===== config.mk =====
export PLATFORM = sky130hd
export DESIGN_NAME = ap_ctrl_perf_monitor
export DESIGN_NICKNAME = d
export VERILOG_FILES = /design/src/rtl/ap_ctrl_perf_pkg.sv /design/src/rtl/ap_ctrl_chan_stat.sv /design/src/rtl/ap_ctrl_perf_monitor.sv
export SDC_FILE = /design/constraint.sdc
export NUM_CORES = 2
export LEC_CHECK = 0
export ABC_AREA = 1
export CORE_AREA = 4 4 331 333
export DETAILED_ROUTE_END_ITERATION = 10
export DIE_AREA = 0 0 335 337
export PLACE_DENSITY_LB_ADDON = 0.05
export REMOVE_ABC_BUFFERS = 1
export SYNTH_ARGS = -nofsm -noshare
export SYNTH_HDL_FRONTEND = slang
export SYNTH_SLANG_ARGS = --single-unit

===== constraint.sdc =====
create_clock -name clock -period 5.55 [get_ports clock]
set_clock_uncertainty 0.05 [all_clocks]
set_input_delay 0.8325 -clock clock [delete_from_list [all_inputs] [get_ports clock]]
set_output_delay 0.8325 -clock clock [all_outputs]
set_load 0.02 [all_outputs]

===== src/rtl/ap_ctrl_perf_pkg.sv =====
// ap_ctrl_perf_pkg
//   Shared types for the ap_ctrl performance monitor: per-channel FSM state
//   enum, readout field encodings and the per-channel statistics record.
//   Statistics fields are carried at STAT_W bits; channels zero-extend their
//   CNT_W counters into the record and the readout mux truncates back.
package ap_ctrl_perf_pkg;

    localparam int STAT_W = 64;

    typedef enum logic [1:0] {
        ST_IDLE = 2'd0,
        ST_BUSY = 2'd1,
        ST_HOLD = 2'd2
    } chan_state_e;

    localparam logic [2:0] RD_STARTS   = 3'd0;
    localparam logic [2:0] RD_DONES    = 3'd1;
    localparam logic [2:0] RD_LAST_LAT = 3'd2;
    localparam logic [2:0] RD_MAX_LAT  = 3'd3;
    localparam logic [2:0] RD_MIN_INT  = 3'd4;
    localparam logic [2:0] RD_STALLS   = 3'd5;

    typedef struct packed {
        logic [STAT_W-1:0] starts;
        logic [STAT_W-1:0] dones;
        logic [STAT_W-1:0] last_lat;
        logic [STAT_W-1:0] max_lat;
        logic [STAT_W-1:0] min_int;
        logic [STAT_W-1:0] stalls;
    } chan_stat_t;

endpackage


===== src/rtl/ap_ctrl_chan_stat.sv =====
// ap_ctrl_chan_stat
//   One monitored ap_ctrl channel: IDLE/BUSY/HOLD tracker plus saturating
//   statistics (starts, dones, last/max latency, min ready interval, stalls).
//   Optional watchdog under AP_CTRL_PERF_MON_WDOG_EN.
// Ports:
//   clock, reset        - rising-edge clock, synchronous active-high reset
//   hold                - freeze statistics (FSM keeps tracking the handshake)
//   ap_start/ap_ready/ap_done/ap_continue - handshake taps for this channel
//   busy                - transaction in flight (BUSY or HOLD)
//   stat                - statistics record, zero-extended to STAT_W
//   wdog_limit/wdog_trip - watchdog limit and sticky trip (macro only)
module ap_ctrl_chan_stat
    import ap_ctrl_perf_pkg::*;
#(
    parameter int CNT_W = 32
`ifdef AP_CTRL_PERF_MON_WDOG_EN
   ,parameter int WDOG_W = 16
`endif
) (
    input  logic              clock,
    input  logic              reset,
    input  logic              hold,
    input  logic              ap_start,
    input  logic              ap_ready,
    input  logic              ap_done,
    input  logic              ap_continue,
`ifdef AP_CTRL_PERF_MON_WDOG_EN
    input  logic [WDOG_W-1:0] wdog_limit,
    output logic              wdog_trip,
`endif
    output logic              busy,
    output chan_stat_t        stat
);

    function automatic logic [CNT_W-1:0] sat_inc(input logic [CNT_W-1:0] v);
        return (&v) ? v : v + CNT_W'(1);
    endfunction

    chan_state_e      state, state_n;
    logic             cnt_start, cnt_done;
    logic [CNT_W-1:0] lat, lat_inc, done_lat;
    logic [CNT_W-1:0] starts, dones, last_lat, max_lat, min_int, stalls;
    logic [CNT_W-1:0] int_cnt, ready_gap;
    logic             armed;

    always_ff @(posedge clock) begin
        if (reset) state <= ST_IDLE;
        else       state <= state_n;
    end

    always_comb begin
        state_n   = state;
        cnt_start = 1'b0;
        cnt_done  = 1'b0;
        case (state)
            ST_IDLE: begin
                if (ap_start) begin
                    cnt_start = 1'b1;
                    if (ap_done) begin
                        // start and done together: zero-latency transaction
                        cnt_done = 1'b1;
                        state_n  = ap_continue ? ST_IDLE : ST_HOLD;
                    end else begin
                        state_n = ST_BUSY;
                    end
                end
            end
            ST_BUSY: begin
                if (ap_done) begin
                    cnt_done = 1'b1;
                    if (!ap_continue)  state_n = ST_HOLD;
                    else if (ap_start) begin
                        cnt_start = 1'b1;
                        state_n   = ST_BUSY;
                    end else           state_n = ST_IDLE;
                end
            end
            ST_HOLD: begin
                // a start seen here is not a new transaction
                if (ap_continue) state_n = ST_IDLE;
            end
            default: state_n = ST_IDLE;
        endcase
    end

    assign busy     = (state != ST_IDLE);
    // latency includes the done cycle itself; IDLE start+done reports 0
    assign lat_inc  = sat_inc(lat);
    assign done_lat = (state == ST_BUSY) ? lat_inc : '0;

    always_ff @(posedge clock) begin
        if (reset)                 lat <= '0;
        else if (cnt_start)        lat <= '0;
        else if (state == ST_BUSY) lat <= lat_inc;
    end

    // cycles since the previous ready pulse; gap is measured edge to edge
    assign ready_gap = sat_inc(int_cnt);

    always_ff @(posedge clock) begin
        if (reset || ap_ready) int_cnt <= '0;
        else                   int_cnt <= ready_gap;
    end

    always_ff @(posedge clock) begin
        if (reset) begin
            starts   <= '0;
            dones    <= '0;
            last_lat <= '0;
            max_lat  <= '0;
            min_int  <= '1;
            stalls   <= '0;
            armed    <= 1'b0;
        end else if (!hold) begin
            if (cnt_start) starts <= sat_inc(starts);
            if (cnt_done) begin
                dones    <= sat_inc(dones);
                last_lat <= done_lat;
                if (done_lat > max_lat) max_lat <= done_lat;
            end
            if (state == ST_HOLD) stalls <= sat_inc(stalls);
            if (ap_ready) begin
                armed <= 1'b1;
                if (armed && (ready_gap < min_int)) min_int <= ready_gap;
            end
        end
    end

    assign stat.starts   = STAT_W'(starts);
    assign stat.dones    = STAT_W'(dones);
    assign stat.last_lat = STAT_W'(last_lat);
    assign stat.max_lat  = STAT_W'(max_lat);
    assign stat.min_int  = STAT_W'(min_int);
    assign stat.stalls   = STAT_W'(stalls);

`ifdef AP_CTRL_PERF_MON_WDOG_EN
    logic [WDOG_W-1:0] wdog_cnt, wdog_inc;

    // consecutive cycles out of IDLE, including the current one
    assign wdog_inc = (&wdog_cnt) ? wdog_cnt : wdog_cnt + WDOG_W'(1);

    always_ff @(posedge clock) begin
        if (reset) begin
            wdog_cnt  <= '0;
            wdog_trip <= 1'b0;
        end else if (state == ST_IDLE) begin
            wdog_cnt <= '0;
        end else begin
            wdog_cnt <= wdog_inc;
            if (wdog_inc > wdog_limit) wdog_trip <= 1'b1;
        end
    end
`endif

endmodule


===== src/rtl/ap_ctrl_perf_monitor.sv =====
// ap_ctrl_perf_monitor
//   Passive performance monitor for N_CH ap_ctrl handshake channels.
//   Holds the finish/frozen latch and the registered readout mux; the
//   per-channel tracking lives in ap_ctrl_chan_stat.
//   Optional watchdog: define AP_CTRL_PERF_MON_WDOG_EN to add wdog_limit
//   and wdog_trip.
// Ports:
//   clock, reset   - rising-edge clock, synchronous active-high reset
//   finish         - end of run; sets frozen and holds all statistics
//   ap_start/ap_ready/ap_done/ap_continue [N_CH] - handshake taps
//   rd_ch, rd_sel  - readout channel / field select
//   rd_data        - registered readout (1-cycle latency, 0 when out of range)
//   frozen         - finish has been seen since reset
//   busy [N_CH]    - per-channel transaction in flight
//   wdog_limit, wdog_trip [N_CH] - watchdog (macro only)
module ap_ctrl_perf_monitor
    import ap_ctrl_perf_pkg::*;
#(
    parameter int N_CH   = 4,
    parameter int CNT_W  = 32,
    parameter int WDOG_W = 16
) (
    input  logic                                    clock,
    input  logic                                    reset,
    input  logic                                    finish,
    input  logic [N_CH-1:0]                         ap_start,
    input  logic [N_CH-1:0]                         ap_ready,
    input  logic [N_CH-1:0]                         ap_done,
    input  logic [N_CH-1:0]                         ap_continue,
    input  logic [((N_CH > 1) ? $clog2(N_CH) : 1)-1:0] rd_ch,
    input  logic [2:0]                              rd_sel,
`ifdef AP_CTRL_PERF_MON_WDOG_EN
    input  logic [WDOG_W-1:0]                       wdog_limit,
    output logic [N_CH-1:0]                         wdog_trip,
`endif
    output logic [CNT_W-1:0]                        rd_data,
    output logic                                    frozen,
    output logic [N_CH-1:0]                         busy
);

    localparam int CH_W   = (N_CH > 1) ? $clog2(N_CH) : 1;
    // pad to a power of two so rd_ch always indexes a valid slot
    localparam int N_SLOT = 1 << CH_W;

`ifndef AP_CTRL_PERF_MON_WDOG_EN
    localparam int unused_wdog_w = WDOG_W;
`endif

    chan_stat_t        stats [N_SLOT];
    chan_stat_t        sel_stat;
    logic [STAT_W-1:0] rd_next;
    logic              unused_rd_hi;

    always_ff @(posedge clock) begin
        if (reset)       frozen <= 1'b0;
        else if (finish) frozen <= 1'b1;
    end

    for (genvar g = 0; g < N_SLOT; g++) begin : g_ch
        if (g < N_CH) begin : g_live
            ap_ctrl_chan_stat #(
                .CNT_W (CNT_W)
`ifdef AP_CTRL_PERF_MON_WDOG_EN
               ,.WDOG_W(WDOG_W)
`endif
            ) u_chan (
                .clock       (clock),
                .reset       (reset),
                .hold        (frozen),
                .ap_start    (ap_start[g]),
                .ap_ready    (ap_ready[g]),
                .ap_done     (ap_done[g]),
                .ap_continue (ap_continue[g]),
`ifdef AP_CTRL_PERF_MON_WDOG_EN
                .wdog_limit  (wdog_limit),
                .wdog_trip   (wdog_trip[g]),
`endif
                .busy        (busy[g]),
                .stat        (stats[g])
            );
        end else begin : g_pad
            assign stats[g] = '0;
        end
    end

    always_comb begin
        sel_stat = stats[rd_ch];
        rd_next  = '0;
        case (rd_sel)
            RD_STARTS:   rd_next = sel_stat.starts;
            RD_DONES:    rd_next = sel_stat.dones;
            RD_LAST_LAT: rd_next = sel_stat.last_lat;
            RD_MAX_LAT:  rd_next = sel_stat.max_lat;
            RD_MIN_INT:  rd_next = sel_stat.min_int;
            RD_STALLS:   rd_next = sel_stat.stalls;
            default:     rd_next = '0;
        endcase
    end

    // bits above CNT_W are always zero
    assign unused_rd_hi = ^rd_next;

    always_ff @(posedge clock) begin
        if (reset) rd_data <= '0;
        else       rd_data <= rd_next[CNT_W-1:0];
    end

endmodule

==> impl_metrics.tcl <==
set metrics [dict create \
    slew_violations 0 \
    cts_hold_buf 0 \
    syn_avg_cell_area_um2 6.63 \
    drtAntennaViolNets 0 \
    rsz0062_at_grt "false" \
    dieArea_mm2 0.113 \
    async_flop_share_pct 0 \
    grt_use_total_pct 38.6 \
    min_path_type "flop to flop" \
    status "finished clean" \
    hold_end "g_ch[2].g_live.u_chan.min_int[28]$_SDFFE_PP1P_" \
    clk_pin_slew_ps 60 \
    cts_buffer_depth 3 \
    hpwl_um 168000 \
    dr.pass1.iters 6 \
    portBuffers 60 \
    cp_slowest_cell "nor3_2" \
    setup_viol 0 \
    synth_seq_cells 1069 \
    min_period_ps 4630 \
    cp_top_family "simple AND/OR/NAND/NOR gates" \
    whs_ps 405 \
    post-route-period-util_pct 83.4 \
    final_core_utilization_pct 64.6 \
    area_delta_synth_final_pct 8.49 \
    yosysMostFrequentCell "nand2_1" \
    die_h_um 337 \
    hold_viol 0 \
    power_density_mw_per_mm2 263 \
    cts_sinks 1069 \
    ys_top_cells_by_area "dfxtp_1 34%, nand2_1 12%, a21oi_1 9.3%, inv_1 6.4%, o21ai_0 5.7%" \
    ctsResizeCount 0 \
    synth_compound_area_share_pct 18.9 \
    fmax_mhz 216 \
    hp-start "g_ch[2].g_live.u_chan.min_int[28]$_SDFFE_PP1P_" \
    cp.required_ps 6070 \
    synth_top_family_by_area "simple AND/OR/NAND/NOR gates" \
    crit_buf_inv 3 \
    synthAdderAreaFrac_pct 5.36 \
    seq_area_frac_synth_pct 33.7 \
    worst_setup_path_end_kind "flop" \
    yosys-top-cells-count "1987 x nand2_1, 1182 x a21oi_1, 1091 x inv_1" \
    routabilityCongestion 1.02 \
    wirelength_um 225000 \
    synth_cells 9578 \
    pin_count 61 \
    grt_pass1_vias 60400 \
    initial_core_util_pct 59.6 \
    rr_startpoint "g_ch[0].g_live.u_chan.int_cnt[0]$_SDFF_PP0_" \
    syn_area_mm2 0.0635 \
    core_area_mm2 0.107 \
    fp-row-count 120 \
    slew-limit-headroom_pct 17.1 \
    synth.mux.area_fraction_pct 0 \
    pre_cts_ws_ps 947 \
    reg2reg_depth 22 \
    vias 65700 \
    p_leak_uw 0.0266 \
    drtIter0Drc 7196 \
    yosys.area_share.simple_pct 28.2 \
    rrSetupSlack_ps 920 \
    synthXorXnorAreaFrac_pct 4.44 \
    viasPerCell 6.02 \
    dieWidth_um 335 \
    wl_per_cell_um 20.6 \
    ir_drop_v 0.000306 \
    cts_tree "done" \
    yosysUniqueCellTypes 67 \
    cp_common_cell "nand2_1" \
    path_max_fanout 32 \
    synth_area_leader_cell "dfxtp_1" \
    grt_overflow 0 \
    htreeDepth 3 \
    criticalPathCategory "flop to flop" \
    antenna_found_initial 3 \
    synth_edf_count 0 \
    tightestPinTransition_ps 1230 \
    cts_setup_buffers 0 \
    fillers 9957 \
    numCtsBuffers 119 \
    cp_slowest_stage_delay_ps 820 \
    holdPathStages 2 \
    synth_top_area_share_pct 33.7 \
    worst_setup_path_start_kind "flop" \
    power.total_uw 18100 \
    final_nets 9701 \
    drc 0 \
    max_cap_violations 0 \
    worstReg2RegEnd "g_ch[0].g_live.u_chan.min_int[2]$_SDFFE_PP1P_" \
    clk-insertion-delay-late_ps 730 \
    fin_tns_setup_ps 0 \
    setup_ws_ps 919 \
    grt_pass1_wl_um 346000 \
    ys_warn_count 0 \
    cp_cell_sequence "ha_1 > nand2_1 > nor2_2 > nand2_1 > nor2_2 > inv_1 > or2_2 > inv_1 > nor3_1 > nand2_1 > nor2_1 > xor2_1 > ha_1 > a21oi_1 > o21ai_0 > nand3_1 > a21oi_1 > nor3_2 > buf_4 > nand2_4 > nand2_1 > nand3_1" \
    root_buffer "clkbuf_16" \
    cp.arrival_ps 5150 \
    synthFlopType "dfxtp_1" \
    layout-drive-gt1-share_pct 4.29 \
    grt_max_degree 174 \
]
==> through the flow <==
step | std cells | cell area [um^2]
2_1_floorplan | 9143 | 61700
3_3_place_gp | 10700 | 64900
3_5_place_dp | 10700 | 64900
4_1_cts | 10900 | 68900
5_1_grt | 10900 | 68900
6_report | 10900 | 68900
==> layout by cell type (no fill, tap or decap), types with 16 or more instances in the layout <==
cell type        count
nand2_1           1985
a21oi_1           1182
inv_1             1089
dfxtp_1           1068
nor2_1             844
o21ai_0            721
nand3_1            522
nor3_1             337
ha_1               272
xor2_1             253
nand4_1            177
nor4_1             141
clkbuf_16          122
buf_4               72
xnor2_1             67
clkdlybuf4s50_1     57
o21a_1              54
a31oi_1             48
a221oi_1            41
o22ai_1             37
clkbuf_1            34
a211oi_1            32
a22o_1              32
clkbuf_8            27
nor2_2              24
and3_1              20
a21oi_2             18
clkinv_2            17
inv_2               16
==> layer usage <==
layer / up-vias / wire [um] / track usage [%]
met5: - / 0 / 0
met4: 0 / 14900 / 22.9
met3: 573 / 20100 / 5.82
met2: 3127 / 97200 / 59.7
met1: 30400 / 92300 / 51.2
li1: 31600 / - / -
==> power breakdown <==
| group | switching [uW] | leakage, uW | internal [uW] |
|---|---|---|---|
| clock | 3360 | 0.00195 | 4790 |
| sequential | 148 | 0.00866 | 7880 |
| combinational | 1390 | 0.0160 | 532 |
==> how the worst max path moves through the flow <==
stage	slack (ps)	depth (start not counted)	startpoint	endpoint
after floorplan	-3960	3	reset	g_ch[2].g_live.u_chan.int_cnt[12]$_SDFF_PP0_
after global placement	1050	22	g_ch[0].g_live.u_chan.int_cnt[4]$_SDFF_PP0_	g_ch[0].g_live.u_chan.min_int[16]$_SDFFE_PP1P_
after detailed placement	950	22	g_ch[0].g_live.u_chan.int_cnt[0]$_SDFF_PP0_	g_ch[0].g_live.u_chan.min_int[11]$_SDFFE_PP1P_
after CTS	950	22	g_ch[0].g_live.u_chan.int_cnt[4]$_SDFF_PP0_	g_ch[0].g_live.u_chan.min_int[11]$_SDFFE_PP1P_
after global routing	350	22	g_ch[0].g_live.u_chan.int_cnt[4]$_SDFF_PP0_	g_ch[0].g_live.u_chan.min_int[27]$_SDFFE_PP1P_
final	920	22	g_ch[0].g_live.u_chan.int_cnt[0]$_SDFF_PP0_	g_ch[0].g_live.u_chan.min_int[2]$_SDFFE_PP1P_
==> kinds of logic after synthesis <==
logic type	after synthesis
simple gates	4146
compound gates	2223
buf+inv	1547
flops	1069
xor+xnor	321
fa+ha+maj	272
==> state kept, by name, summed over array words and instances, names as in the netlist <==
name	count
rd_data	32
g_ch.g_live.u_chan.lat	128
g_ch.g_live.u_chan.min_int	128
frozen	1
g_ch.g_live.u_chan.armed	4
g_ch.g_live.u_chan.starts	128
g_ch.g_live.u_chan.state	8
g_ch.g_live.u_chan.dones	128
g_ch.g_live.u_chan.stalls	128
g_ch.g_live.u_chan.int_cnt	128
g_ch.g_live.u_chan.last_lat	128
g_ch.g_live.u_chan.max_lat	128
==> final cells by class <==
class / instances / area (um^2) / area share [%]
repair buffers: 141 / 1330 / 1.93
diodes: 3 / 7.51 / 0.0109
clock buffers: 183 / 3550 / 5.16
well taps: 1403 / 1760 / 2.55
clock inverters: 36 / 443 / 0.643
multi-input cells: 6962 / 36200 / 52.6
inverters: 1112 / 4190 / 6.08
flip-flops and latches: 1069 / 21400 / 31.1
==> worst min-delay path, stage by stage, from the launching register on <==
cell and delay (ps):
dfxtp_1 320, nand2_1 50, nand3_1 50
Note: power is estimated with default switching activity, not from simulation.
